===== config.mk =====
export PLATFORM = sky130hd
export DESIGN_NAME = mmcm_reset_sequencer
export DESIGN_NICKNAME = d
export VERILOG_FILES = /design/src/rtl/cvs_clk_pkg.sv /design/src/rtl/bit_sync.sv /design/src/rtl/mmcm_reset_sequencer.sv
export SDC_FILE = /design/constraint.sdc
export NUM_CORES = 1
export LEC_CHECK = 0
export ABC_AREA = 0
export ABC_CLOCK_PERIOD_IN_PS = 3160
export BUFFER_PORTS_ARGS = -buffer_cell sky130_fd_sc_hd__buf_2
export CAP_MARGIN = 20
export CORE_ASPECT_RATIO = 0.6
export CORE_UTILIZATION = 30
export CTS_CLUSTER_SIZE = 28
export DETAILED_ROUTE_END_ITERATION = 8
export HOLD_SLACK_MARGIN = 0.12
export PLACE_DENSITY_LB_ADDON = 0.05
export SYNTH_ARGS = -nofsm -noshare
export SYNTH_HDL_FRONTEND = slang
export SYNTH_SLANG_ARGS = --single-unit

===== constraint.sdc =====
create_clock -name clk -period 3.16 [get_ports clk]
set_input_delay 0.158 -clock clk [delete_from_list [all_inputs] [get_ports clk]]
set_output_delay 0.158 -clock clk [all_outputs]
set_load 0.1 [all_outputs]

===== src/rtl/cvs_clk_pkg.sv =====
// Shared types and helpers for the clock/reset supervision slice.
// Holds the sequencer state encoding, loss-count width and a sizing helper.
package cvs_clk_pkg;

  typedef enum logic [2:0] {
    RESET_MMCM = 3'd0,
    WAIT_LOCK  = 3'd1,
    STABLE     = 3'd2,
    RELEASE    = 3'd3,
    RUN        = 3'd4
  } seq_state_e;

  localparam int LOSS_CNT_W = 8;

  function automatic int max4(
    input int a,
    input int b,
    input int c,
    input int d
  );
    int m;
    m = a;
    if (b > m) m = b;
    if (c > m) m = c;
    if (d > m) m = d;
    return m;
  endfunction

endpackage


===== src/rtl/bit_sync.sv =====
// Multi-flop synchroniser for a single asynchronous status bit.
// Ports: clk, rst_n (sync, active-low), i_async in, o_sync out.
module bit_sync #(
  parameter int STAGES = 2
) (
  input  logic clk,
  input  logic rst_n,
  input  logic i_async,
  output logic o_sync
);

  (* ASYNC_REG = "TRUE" *)
  logic [STAGES-1:0] r_sync;

  always_ff @(posedge clk) begin
    if (!rst_n) begin
      r_sync <= '0;
    end else begin
      r_sync <= {r_sync[STAGES-2:0], i_async};
    end
  end

  assign o_sync = r_sync[STAGES-1];

endmodule


===== src/rtl/mmcm_reset_sequencer.sv =====
// MMCM supervisor: holds MMCM in reset, waits for stable lock, then releases
// NUM_DOMAINS active-low resets one by one; recovers on lock loss.
// Ports: clk, rst_n (sync active-low), locked_async, sw_reset_req in;
// mmcm_rst, domain_rst_n, ready, timeout_err, lock_loss_count, state_o out.
// Optional: define MMCM_RST_SEQ_LOSS_CNT_EN to implement lock_loss_count;
// otherwise that port is tied to zero.
module mmcm_reset_sequencer
  import cvs_clk_pkg::*;
#(
  parameter int NUM_DOMAINS         = 4,
  parameter int RST_HOLD_CYCLES     = 16,
  parameter int LOCK_TIMEOUT_CYCLES = 65536,
  parameter int LOCK_STABLE_CYCLES  = 1024,
  parameter int STAGGER_CYCLES      = 8,
  parameter int SYNC_STAGES         = 2
) (
  input  logic                   clk,
  input  logic                   rst_n,
  input  logic                   locked_async,
  input  logic                   sw_reset_req,
  output logic                   mmcm_rst,
  output logic [NUM_DOMAINS-1:0] domain_rst_n,
  output logic                   ready,
  output logic                   timeout_err,
  output logic [LOSS_CNT_W-1:0]  lock_loss_count,
  output logic [2:0]             state_o
);

  localparam int CNT_MAX = max4(RST_HOLD_CYCLES, LOCK_TIMEOUT_CYCLES,
                                LOCK_STABLE_CYCLES, STAGGER_CYCLES);
  localparam int CNT_W   = $clog2(CNT_MAX) + 1;

  localparam logic [CNT_W-1:0] HOLD_LAST = CNT_W'(RST_HOLD_CYCLES - 1);
  localparam logic [CNT_W-1:0] TO_LAST   = CNT_W'(LOCK_TIMEOUT_CYCLES - 1);
  localparam logic [CNT_W-1:0] STB_LAST  = CNT_W'(LOCK_STABLE_CYCLES - 1);
  localparam logic [CNT_W-1:0] REL_LAST  =
    CNT_W'((NUM_DOMAINS - 1) * STAGGER_CYCLES);

  seq_state_e             r_state;
  seq_state_e             w_state_nxt;
  logic [CNT_W-1:0]       r_cnt;
  logic [CNT_W-1:0]       w_cnt_nxt;
  logic                   w_locked;
  logic                   w_timeout;
  logic [NUM_DOMAINS-1:0] w_dom_nxt;

  logic                   r_mmcm_rst;
  logic [NUM_DOMAINS-1:0] r_dom_rst_n;
  logic                   r_ready;
  logic                   r_timeout_err;

  bit_sync #(
    .STAGES (SYNC_STAGES)
  ) u_lock_sync (
    .clk     (clk),
    .rst_n   (rst_n),
    .i_async (locked_async),
    .o_sync  (w_locked)
  );

  always_comb begin
    w_state_nxt = r_state;
    w_cnt_nxt   = r_cnt;
    w_timeout   = 1'b0;
    unique case (r_state)
      RESET_MMCM: begin
        if (sw_reset_req) begin
          w_cnt_nxt = '0;
        end else if (r_cnt == HOLD_LAST) begin
          w_state_nxt = WAIT_LOCK;
          w_cnt_nxt   = '0;
        end else begin
          w_cnt_nxt = r_cnt + 1'b1;
        end
      end
      WAIT_LOCK: begin
        if (sw_reset_req) begin
          w_state_nxt = RESET_MMCM;
          w_cnt_nxt   = '0;
        end else if (w_locked) begin
          w_state_nxt = STABLE;
          w_cnt_nxt   = '0;
        end else if (r_cnt == TO_LAST) begin
          w_state_nxt = RESET_MMCM;
          w_cnt_nxt   = '0;
          w_timeout   = 1'b1;
        end else begin
          w_cnt_nxt = r_cnt + 1'b1;
        end
      end
      STABLE: begin
        // A dropout before release only restarts the lock wait;
        // the MMCM is not reset and no loss is counted.
        if (sw_reset_req) begin
          w_state_nxt = RESET_MMCM;
          w_cnt_nxt   = '0;
        end else if (!w_locked) begin
          w_state_nxt = WAIT_LOCK;
          w_cnt_nxt   = '0;
        end else if (r_cnt == STB_LAST) begin
          w_state_nxt = RELEASE;
          w_cnt_nxt   = '0;
        end else begin
          w_cnt_nxt = r_cnt + 1'b1;
        end
      end
      RELEASE: begin
        if (sw_reset_req || !w_locked) begin
          w_state_nxt = RESET_MMCM;
          w_cnt_nxt   = '0;
        end else if (r_cnt == REL_LAST) begin
          w_state_nxt = RUN;
          w_cnt_nxt   = '0;
        end else begin
          w_cnt_nxt = r_cnt + 1'b1;
        end
      end
      RUN: begin
        w_cnt_nxt = '0;
        if (sw_reset_req || !w_locked) begin
          w_state_nxt = RESET_MMCM;
        end
      end
      default: begin
        w_state_nxt = RESET_MMCM;
        w_cnt_nxt   = '0;
      end
    endcase
  end

  // Domain releases are decoded from the next count so that bit i
  // rises together with the counter reaching i*STAGGER_CYCLES.
  always_comb begin
    w_dom_nxt = '0;
    if (w_state_nxt == RELEASE || w_state_nxt == RUN) begin
      w_dom_nxt = r_dom_rst_n;
      if (w_state_nxt == RELEASE) begin
        for (int i = 0; i < NUM_DOMAINS; i++) begin
          if (w_cnt_nxt == CNT_W'(i * STAGGER_CYCLES)) begin
            w_dom_nxt[i] = 1'b1;
          end
        end
      end
    end
  end

  always_ff @(posedge clk) begin
    if (!rst_n) begin
      r_state       <= RESET_MMCM;
      r_cnt         <= '0;
      r_mmcm_rst    <= 1'b1;
      r_dom_rst_n   <= '0;
      r_ready       <= 1'b0;
      r_timeout_err <= 1'b0;
    end else begin
      r_state       <= w_state_nxt;
      r_cnt         <= w_cnt_nxt;
      r_mmcm_rst    <= (w_state_nxt == RESET_MMCM);
      r_dom_rst_n   <= w_dom_nxt;
      r_ready       <= (w_state_nxt == RUN);
      r_timeout_err <= r_timeout_err | w_timeout;
    end
  end

`ifdef MMCM_RST_SEQ_LOSS_CNT_EN
  logic                  w_loss_evt;
  logic [LOSS_CNT_W-1:0] r_loss_cnt;

  // Loss only counts once domains have started to come out of reset.
  assign w_loss_evt = (r_state == RELEASE || r_state == RUN) && !w_locked;

  always_ff @(posedge clk) begin
    if (!rst_n) begin
      r_loss_cnt <= '0;
    end else if (w_loss_evt && (r_loss_cnt != '1)) begin
      r_loss_cnt <= r_loss_cnt + 1'b1;
    end
  end

  assign lock_loss_count = r_loss_cnt;
`else
  assign lock_loss_count = '0;
`endif

  assign mmcm_rst     = r_mmcm_rst;
  assign domain_rst_n = r_dom_rst_n;
  assign ready        = r_ready;
  assign timeout_err  = r_timeout_err;
  assign state_o      = r_state;

endmodule


-- Word-level counts from Yosys, hierarchy flattened
Index checks and enable logic that the tools add are counted.
W data, S select, Z words.
- latch bits: 0
- word-level logic and storage cells: 63
- memories: 0
- bits in read-only memories: 0
- output and inout port bits: 18
- flip-flop bits (word level): 29
- RAM bits: 0
- input port bits: 4
- multiplexer cells: 27
- bitwise operators: 1
- add/sub/neg operators: 1
- $mul: 0
- div/mod/pow operators: 0
- $lt $le $gt $ge: 0
- shift operators: 0
- equality and inequality tests: 13
- reductions and logical operators: 11
- operators by type and width (operator ; count):
    $mux W17 ; 10
    $pmux W17 S4 ; 1
    $eq A17 B5 Y1 const B ; 3
    $eq A17 B4 Y1 const B ; 2
    $mux W3 ; 11
    $add A17 B1 Y17 const B ; 1
    $eq A17 B10 Y1 const B ; 1
    $eq A17 B16 Y1 const B ; 1
    $logic_not A17 Y1 ; 1
    $pmux W3 S5 ; 1
    $reduce_and A2 Y1 ; 5
    $eq A3 B2 Y1 const B ; 3
    $eq A3 B3 Y1 const B ; 2
    $logic_not A3 Y1 ; 2
    $mux W1 ; 4
    $eq A3 B1 Y1 const B ; 1
    $logic_or A1 B1 Y1 ; 2
    $logic_not A1 Y1 ; 1
    $or A1 B1 Y1 ; 1

-- Longest topological paths before layout
Gate-level depths: netlist of the first run.
- depth after elaboration: 8
- mapped depth: 14

-- By module
From an unflattened synthesis of the first run, not the netlist that was laid out.
- cells, all modules: 225
- area total of the unflattened synthesis: 1826.8 um^2
- modules (own cells, without submodules) (module ; area each (um^2) ; times used ; cells each):
    mmcm_reset_sequencer ; 1774.2 ; 1 ; 221
    bit_sync ; 52.6 ; 1 ; 4

-- Worst setup path before layout of the first run
OpenSTA, ideal clock, no wires.
- kind: reg-to-reg
- start: register r_cnt[0]
- end: register r_mmcm_rst (netlist: mmcm_rst)
- period minus slack after synthesis: 2614 ps
- setup time: 73 ps
- path slack: 546 ps
- arrival: 2541 ps
- cell stages (with the launch flop): 12
- buffers on the path: 0
- path through: dfxtp_1 > ha_1 > nand3_4 > or3_1 > or3_1 > inv_1 > ha_1 > or4_1 > o41ai_2 > a211oi_2 > and4bb_2 > nor3_2
- word-level cells in the longest chain between the ends: 6
- elaborated cells on any way between the ends: 16
- ends and longest elaborated chain (element ; RTL line ; source):
    from (decl) ; mmcm_reset_sequencer.sv:41 ; logic [CNT_W-1:0] r_cnt;
    from (signal assigned) ; mmcm_reset_sequencer.sv:157 ; r_cnt <= w_cnt_nxt;
    $eq A17 B10 Y1 / $eq A17 B16 Y1 (equally long branches) ; mmcm_reset_sequencer.sv:100, mmcm_reset_sequencer.sv:83 ;
    $mux W3 (on tied branches) ; mmcm_reset_sequencer.sv:100, mmcm_reset_sequencer.sv:83 ;
    $mux W3 (on tied branches) ; mmcm_reset_sequencer.sv:97, mmcm_reset_sequencer.sv:80 ;
    $mux W3 (on tied branches) ; mmcm_reset_sequencer.sv:94, mmcm_reset_sequencer.sv:77 ;
    $pmux W3 S5 * ; mmcm_reset_sequencer.sv:65 ; unique case (r_state)
    $logic_not A3 Y1 * ; mmcm_reset_sequencer.sv:158 ; r_mmcm_rst <= (w_state_nxt == RESET_MMCM);
    to (signal assigned) ; mmcm_reset_sequencer.sv:158 ;
    to (decl) ; mmcm_reset_sequencer.sv:47 ; logic r_mmcm_rst;
Every way passes the cells marked *; elsewhere a longest branch is shown, timed or not.
A chain may end at the register's enable or synchronous reset.

-- Worst setup path in the final report of the first run
Same ends and word-level chain as after synthesis.

==> results.yml, run 1 <==
floorplan:
  die_x_microns: 101
  ios: 22
  initial_utilization_pct: 31.3
  dieArea_sq_mm: 0.00615
  rows: 21
  core_sq_mm: 0.00560
  die_y_microns: 61.1
layout:
  drive_gt1_share_pct: 17.3
  layout_commonest_cell: "dfxtp_1"
  layout_common_cells: "dfxtp_1, nor2_1, nand2_1, buf_2, xnor2_1"
  finalNonFillerCells: 305
  fin_nets: 232
  area_delta_synth_final_pct: 11.2
  fillers: 592
  register_area_sq_um: 581
  multi_input_area_sq_mm: 0.00104
  antenna-diode-count: 0
yosys:
  synth_top_family_by_area: "simple AND/OR/NAND/NOR gates"
  synth.area.top_cells: "dfxtp_1, xnor2_1, nor2_1"
  syn_area_sq_mm: 0.00175
  synth_compound_area_share_pct: 13.7
  avgSynthCellArea_sq_um: 8.41
  synthMuxAreaShare_pct: 0
  async_reset_ff_share_pct: 0
  synthXorXnorAreaFrac_pct: 8.51
  yosysUniqueCellTypes: 50
  synth_top_area_cell: "dfxtp_1"
  ys_seq_area_share_pct: 33.2
  synth_seq_cells: 29
  ys_warn_count: 0
  synth-adder-area-share_pct: 3.43
  syn_inst: 208
  synth-simple-area-share_pct: 32.2
  synth_ff_type: "dfxtp_1"
  synth_edf_count: 0
  synth_top_area_share_pct: 33.2
global_routing:
  grt_overflow: 0
  grt_antenna_before_repair: 0
  grt_usage_pct: 15.2
  busiest_layer: "met1"
  grtUsageMet2_pct: 20.5
  grt_first_pass_wirelength_microns: 6870
  grt_max_degree: 17
  grt_pass1_vias: 1323
  use_met3_pct: 4.20
  use_met1_pct: 22.8
worst_setup_path:
  crit_required_ps: 3370
  crit_path_end_kind: "flop"
  arrival_ps: 3130
  cp-start-kind: "flop"
  crit_type: "flop to flop"
  crit_fanout: 8
clocking:
  cts_buffers: 5
  cts_sinks: 29
  cts-root-buf: "clkbuf_8"
  clkTransAtPathRegs_ps: 60
  clk_latency_ps: 280
  cts.repair.resized: 0
  htreeDepth: 2
  cts_hold_buf: 1
  cts_setup_buffers: 0
  cts_tree: "built"
  cts_max_path_buffers: 2
routing:
  route.antenna.remaining_nets: 0
  wl_per_cell_microns: 13.9
  drt_iter0_drc: 74
  vias_per_cell: 4.87
  via_count: 1486
  drc_errors: 0
  drtPass1Iterations: 4
  wl_microns: 4230
placement:
  dp.cells: 296
  place_congestion: 0.807
  port_buffers: 13
  hpwl_microns: 3280
sta:
  drv_slew: 0
  whs_ps: 214
  fin_setup_tns_ps: 0
  slew_headroom_pct: 65.0
  setup_viol: 0
  fmax_mhz: 343
  tightest_slew_ps: 521
  fin_skew_ps: 4.03
  timing.final.crit_share_pct: 92.4
  hold_violations: 0
  rsz0062_at_grt: "false"
  min_period_ps: 2920
power_and_ir_drop:
  power_density_mw_per_mm2: 371
  peakVddDrop_mv: 0.156
  p_leak_nw: 0.691
outcome:
  outcome: "finished, final reports clean"
job:
  max_cap_viol_count: 0
worst_hold_path:
  hp-class: "input pin to flop"
power by group:
| group | internal [W] | switching [W] |
|---|---|---|
| Sequential | 0.000368 | 0.00000247 |
| Combinational | 0.00000904 | 0.0000545 |
| Clock | 0.000156 | 0.000132 |
layout make-up:
type	count	share of cell area (%)
Timing Repair Buffer	18	5.40
Inverter	10	1.93
Multi-Input combinational cell	160	53.6
Clock buffer	8	4.12
Sequential cell	29	29.8
Tap cell	80	5.14
worst paths after layout:
path / to / start / cells after the start / slack (ps)
min: r_cnt[16] / rst_n / 2 / 210
min reg2reg: u_lock_sync.r_sync[1] / u_lock_sync.r_sync[0] / 1 / 440
max reg2reg: mmcm_rst / r_cnt[0] / 11 / 240
max: mmcm_rst / r_cnt[0] / 11 / 240
flip-flops by register name (all words and copies together) (netlist names):
| signal | count |
|---|---|
| state_o | 3 |
| u_lock_sync.r_sync | 2 |
| r_cnt | 17 |
| timeout_err | 1 |
| ready | 1 |
| mmcm_rst | 1 |
| domain_rst_n | 4 |
metrics by stage:
stage / total power, W / area (sq um) / worst slack (ps) / utilization, %
2_1_floorplan: 0.000441 / 1780 / 546 / -
3_3_place_gp: 0.000440 / 1860 / 346 / 33.2
3_5_place_dp: 0.000441 / 1860 / 278 / 33.2
4_1_cts: 0.000733 / 1950 / 241 / 34.8
5_1_grt: 0.000759 / 1950 / 27.6 / 34.8
6_report: 0.000722 / 1950 / 241 / 34.8
synthesized netlist by cell type, types with 2 or more instances:
| master | n |
|---|---|
| a211oi_2 | 2 |
| a21oi_1 | 4 |
| a21oi_2 | 2 |
| a31o_2 | 3 |
| and2_1 | 4 |
| and3_1 | 2 |
| and4_1 | 2 |
| buf_2 | 3 |
| buf_4 | 9 |
| buf_6 | 2 |
| clkbuf_2 | 2 |
| dfxtp_1 | 29 |
| ha_1 | 4 |
| inv_1 | 10 |
| nand2_1 | 22 |
| nand2b_1 | 3 |
| nand3_1 | 10 |
| nand4_1 | 4 |
| nand4b_1 | 3 |
| nor2_1 | 25 |
| nor2b_1 | 3 |
| nor3_1 | 8 |
| nor3_2 | 3 |
| nor4_4 | 2 |
| o21ai_0 | 4 |
| o21ai_1 | 3 |
| or3_1 | 2 |
| xnor2_1 | 12 |
| xor2_1 | 5 |
critical path: stages, from the launching register on:
cell      delay (ps)
dfxtp_1          390
ha_1             270
nand3_4          150
or3_1            420
or3_1            390
inv_1             70
ha_1             140
or4_1            150
o41ai_2          100
a211oi_2         350
and4bb_2         300
nor3_2           110
cells by family (layout without fill, tap and decap cells):
group / Yosys count / count (layout)
compound gates: 31 / 31
other cells: 1 / 8
xor+xnor: 17 / 17
flops: 29 / 29
simple gates: 99 / 99
fa+ha+maj: 5 / 5
buf+inv: 26 / 36
metal layers:
layer	vias to the layer above	wire length, microns
met3	8	247
met4	0	55
li1	742	-
met1	696	2280
met2	40	1650
met5	-	0
(Power assumes the default switching activity.)
==> inputs of run 2 (changes only) <==
Settings changed: CORE_UTILIZATION 30 to 25, PLACE_DENSITY from default to 0.39, PLACE_DENSITY_LB_ADDON 0.05 to default.
==> results.yml, run 2 (synthesis gave the netlist of run 1 again) <==
power_and_ir_drop:
  cell_internal_pwr_w: 0.000710
  p_sw_w: 0.000215
  p_sw_share_pct: 23.2
  totalPowerFinal_w: 0.000925
  peakVddDrop_mv: 0.193
  seqPwrFrac_pct: 40.1
  p_comb_share_pct: 6.8
  p_leak_nw: 0.737
  power_density_mw_per_mm2: 454
  clkPwrFrac_pct: 53.1
worst_setup_path:
  cp_slowest_cell: "or3_1"
  crit_end: "mmcm_rst"
  timing.rr.start: "r_cnt[1]"
  crit_fanout: 8
  crit_required_ps: 3360
  r2r_slack_ps: 250
  r2r_end: "mmcm_rst"
  crit_type: "flop to flop"
  path_buf_inv: 1
  reg2reg_depth: 11
  path_cells: "ha_1 > nand3_4 > or3_1 > or3_1 > inv_1 > ha_1 > or4_1 > o41ai_2 > a211oi_2 > and4bb_2 > nor3_2"
  slowest_delay_ps: 420
  arrival_ps: 3110
  startpoint: "r_cnt[1]"
  crit_path_end_kind: "flop"
  cp-start-kind: "flop"
  path_depth: 11
  crit_family: "simple AND/OR/NAND/NOR gates"
global_routing:
  grt_overflow: 0
  grt_first_pass_wirelength_microns: 6560
  grt_pass1_vias: 1173
  grt_antenna_before_repair: 0
  grt_usage_pct: 12.2
  grt_max_degree: 17
clocking:
  clk_latency_ps: 270
  cts_max_path_buffers: 2
  cts.repair.resized: 0
  htreeDepth: 2
  cts_tree: "built"
  cts_sinks: 29
  cts_buffers: 5
  clkTransAtPathRegs_ps: 50
  cts-root-buf: "clkbuf_16"
placement:
  hpwl_microns: 3190
  placed_area_sq_mm: 0.00187
  port_buffers: 13
  dp.cells: 304
  place_congestion: 0.783
routing:
  via_count: 1399
  route.antenna.remaining_nets: 0
  drt_iter0_drc: 50
  drtPass1Iterations: 4
  drc_errors: 0
  wl_per_cell_microns: 13.3
  vias_per_cell: 4.47
  wl_microns: 4170
job:
  max_cap_viol_count: 0
sta:
  fmax_mhz: 343
  setup_viol: 0
  tightest_slew_ps: 525
  fin_skew_ps: 4.14
  drv_slew: 0
  timing.final.crit_share_pct: 92.2
  slew_headroom_pct: 64.9
  min_period_ps: 2910
  fin_setup_tns_ps: 0
  rsz0062_at_grt: "false"
  whs_ps: 237
  hold_violations: 0
worst_hold_path:
  hp-class: "input pin to flop"
layout:
  fin_nets: 233
  layout_commonest_cell: "dfxtp_1"
  antenna-diode-count: 0
  drive_gt1_share_pct: 19.0
  finalNonFillerCells: 313
  area_delta_synth_final_pct: 16.6
  top_register: "r_cnt"
  design_area_sq_mm: 0.00204
  largest_reg_flops: 17
  layout_common_cells: "dfxtp_1, nor2_1, nand2_1, buf_2, xnor2_1"
floorplan:
  die_x_microns: 110
  ios: 22
  core_sq_mm: 0.00671
  die_y_microns: 66.8
  rows: 23
  dieArea_sq_mm: 0.00735
  initial_utilization_pct: 26.1
outcome:
  outcome: "finished, final reports clean"
==> run 2: cell count changes in the layout (fill, tap and decap cells not counted) <==
cell,previous run,this run
clkinv_2,0,1
clkbuf_8,5,2
buf_4,4,5
clkbuf_16,0,5
clkbuf_1,3,0
==> run 2: what timing repair did <==
action,4_1_cts,5_1_grt
hold buffers,1,0
buffers inserted,0,0
hold endpoints to repair,1,0
==> run 2: worst min path at each step <==
stage,slack [ps],end,startpoint,cells past startpoint
finish,240,timeout_err,rst_n,2
global route,230,timeout_err,rst_n,2
CTS,230,timeout_err,rst_n,2
detailed placement,370,u_lock_sync.r_sync[0],locked_async,2
global placement,370,u_lock_sync.r_sync[0],locked_async,2
floorplan,280,r_cnt[16],rst_n,1
==> run 2: power groups by stage <==
stage / Sequential, W / Clock (W) / Combinational (W)
floorplan: 0.000378 / 0 / 0.0000633
global placement: 0.000379 / 0 / 0.0000628
detailed placement: 0.000379 / 0 / 0.0000620
CTS: 0.000371 / 0.000505 / 0.0000630
global route: 0.000371 / 0.000527 / 0.0000664
finish: 0.000371 / 0.000491 / 0.0000632
==> run 2: cell type report <==
class / count / area [sq um]
timing repair buffer: 19 / 113
multi-input combinational: 160 / 1040
fill: 709 / 4670
inverter: 10 / 37.5
sequential: 29 / 581
clock inverter: 1 / 5.00
clock buffer: 7 / 153
tap: 87 / 109
==> run 2: metrics by stage <==
step	utilization, %	worst slack (ps)
floorplan	-	546
global placement	27.9	340
detailed placement	27.9	285
CTS	30.4	258
global route	30.4	57.2
finish	30.4	246
==> run 2: worst register-to-register path: stages, from the launching register on <==
cell,delay (ps)
dfxtp_1,390
ha_1,280
nand3_4,150
or3_1,420
or3_1,380
inv_1,70
ha_1,160
or4_1,160
o41ai_2,90
a211oi_2,350
and4bb_2,300
nor3_2,100
==> run 2: layer usage <==
metal  GRT usage (%)  up-vias  wire length [microns]
met5               0        -                      0
met4            1.50        0                     14
met3            4.50        2                    265
met2            13.4       30                   1340
met1            20.7      624                   2550
li1                -      743                      -
==> inputs of run 3 (changes only) <==
Settings changed: ABC_CLOCK_PERIOD_IN_PS 3160 to 3000, CORE_ASPECT_RATIO 0.6 to default, PLACE_DENSITY 0.39 to 0.4.
Clock period 3.16 ns to 3 ns, I/O delays scaled along.
==> results.yml, run 3 (synthesis gave the netlist of run 1 again) <==
outcome:
  outcome: "complete, but fails checks"
  failed_checks: "DRC"
sta:
  timing.final.crit_share_pct: 92.3
  min_period_ps: 2770
  fin_skew_ps: 7.74
  setup_viol: 0
  hold_violations: 0
  drv_slew: 0
  rsz0062_at_grt: "false"
  timing.final.ws_setup_ps: 230
  fmax_mhz: 361
  fin_setup_tns_ps: 0
worst_setup_path:
  crit_family: "simple AND/OR/NAND/NOR gates"
  slowest_delay_ps: 420
  crit_required_ps: 3170
  cp_common_cell: "or3_1"
  path_buf_inv: 1
  r2r_end: "domain_rst_n[2]"
  cp_slowest_cell: "dfxtp_1"
  crit_type: "flop to flop"
  reg2reg_depth: 12
  path_cells: "ha_2 > nand3_4 > or3_1 > or3_1 > inv_1 > ha_1 > or4_1 > o41ai_2 > a211oi_2 > o21bai_2 > nand4b_1 > o21ai_1"
  arrival_ps: 2940
  r2r_slack_ps: 230
  timing.rr.start: "r_cnt[0]"
  crit_fanout: 7
  crit_path_end_kind: "flop"
  cp-start-kind: "flop"
layout:
  drive_gt1_share_pct: 19.5
  largest_reg_flops: 17
  antenna-diode-count: 0
  finalNonFillerCells: 322
  top_register: "r_cnt"
  fillers: 747
  multi_input_area_sq_mm: 0.00104
  fin_nets: 233
  area_delta_synth_final_pct: 14.9
  register_area_sq_um: 581
  layout_common_cells: "dfxtp_1, nor2_1, nand2_1, buf_2, xnor2_1"
  layout_commonest_cell: "dfxtp_1"
routing:
  wl_microns: 4030
  drtPass1Iterations: 6
  drt_iter0_drc: 78
  via_count: 1469
  vias_per_cell: 4.56
  drc_errors: 1
  route.antenna.remaining_nets: 0
  wl_per_cell_microns: 12.5
global_routing:
  grt_first_pass_wirelength_microns: 6940
  grt_overflow: 0
  grt_usage_pct: 12.2
  grt_max_degree: 17
  grt_antenna_before_repair: 0
  grt_pass1_vias: 1389
worst_hold_path:
  hp-class: "input pin to flop"
  hold_end: "u_lock_sync.r_sync[0]"
  min_from: "rst_n"
  min_path_cells: 2
placement:
  dp_slack_ps: 215
  place_congestion: 0.789
  dp.cells: 313
  hpwl_microns: 2880
  port_buffers: 13
power_and_ir_drop:
  p_leak_nw: 0.712
  peakVddDrop_mv: 0.169
  totalPowerFinal_w: 0.000817
  power_density_mw_per_mm2: 406
floorplan:
  rows: 30
  die_x_microns: 85.6
  die_y_microns: 85.6
  core_sq_mm: 0.00679
  initial_utilization_pct: 25.7
  ios: 22
  dieArea_sq_mm: 0.00734
clocking:
  clk_latency_ps: 280
  cts_sinks: 29
  clkTransAtPathRegs_ps: 70
  cts_buffers: 5
  htreeDepth: 2
  cts-root-buf: "clkbuf_8"
  cts_max_path_buffers: 2
  cts_tree: "built"
job:
  max_cap_viol_count: 0
run 3: how the worst max path moves through the flow:
stage               slack, ps  depth (start not counted)      from              end
finish                    230                         12  r_cnt[0]  domain_rst_n[2]
global route               10                         12  r_cnt[1]  domain_rst_n[2]
CTS                       180                         12  r_cnt[0]  domain_rst_n[3]
detailed placement        220                         12  r_cnt[0]  domain_rst_n[2]
global placement          240                         12  r_cnt[0]  domain_rst_n[2]
floorplan                 390                         11  r_cnt[0]         mmcm_rst
run 3: layout make-up:
cell class              instances  share of cell area (%)
clock inverters                 1                   0.249
flip-flops and latches         29                    28.9
clock buffers                   7                    4.79
repair buffers                 19                    6.23
well taps                      96                    5.98
inverters                      10                    1.87
multi-input cells             160                    52.0
run 3: routing by layer:
layer | share of wire (%) | GRT usage [%]
met1 | 50 | 15.9
met3 | 3.1 | 3.75
met4 | 2.1 | 5.15
met2 | 44 | 18.6
met5 | 0 | 0
run 3: stage by stage:
step	util, %	hold WS, ps	cell area (sq um)
after floorplan	-	272	1780
after global placement	27.9	363	1900
after detailed placement	27.9	361	1900
after CTS	29.5	181	2010
after global routing	29.6	198	2010
final	29.6	185	2010
run 3: worst register-to-register path: cells and delay by family, from the launching register on:
| family | cells | cell delay [ps] |
|---|---|---|
| adder cells (fa/ha/maj) | 2 | 420 |
| flip-flops | 1 | 420 |
| AND/OR/NAND/NOR | 5 | 1150 |
| buffers and inverters | 1 | 70 |
| AO/OA/AOI/OAI | 4 | 610 |
run 3: timing repair:
action                                 in CTS  in global routing
endpoints found under the hold margin       1                  0
resized for setup                           0                  1
buffers inserted                            0                  0
hold buffers                                1                  0
setup endpoints to repair                   0                  5
run 3: where the power goes:
part | leakage (nW) | total, W | switching (W) | internal (W)
clock | 0.0542 | 0.000359 | 0.000152 | 0.000207
sequential | 0.234 | 0.000390 | 0.00000277 | 0.000388
combinational | 0.423 | 0.0000674 | 0.0000563 | 0.0000110
total | 0.712 | 0.000817 | 0.000211 | 0.000606
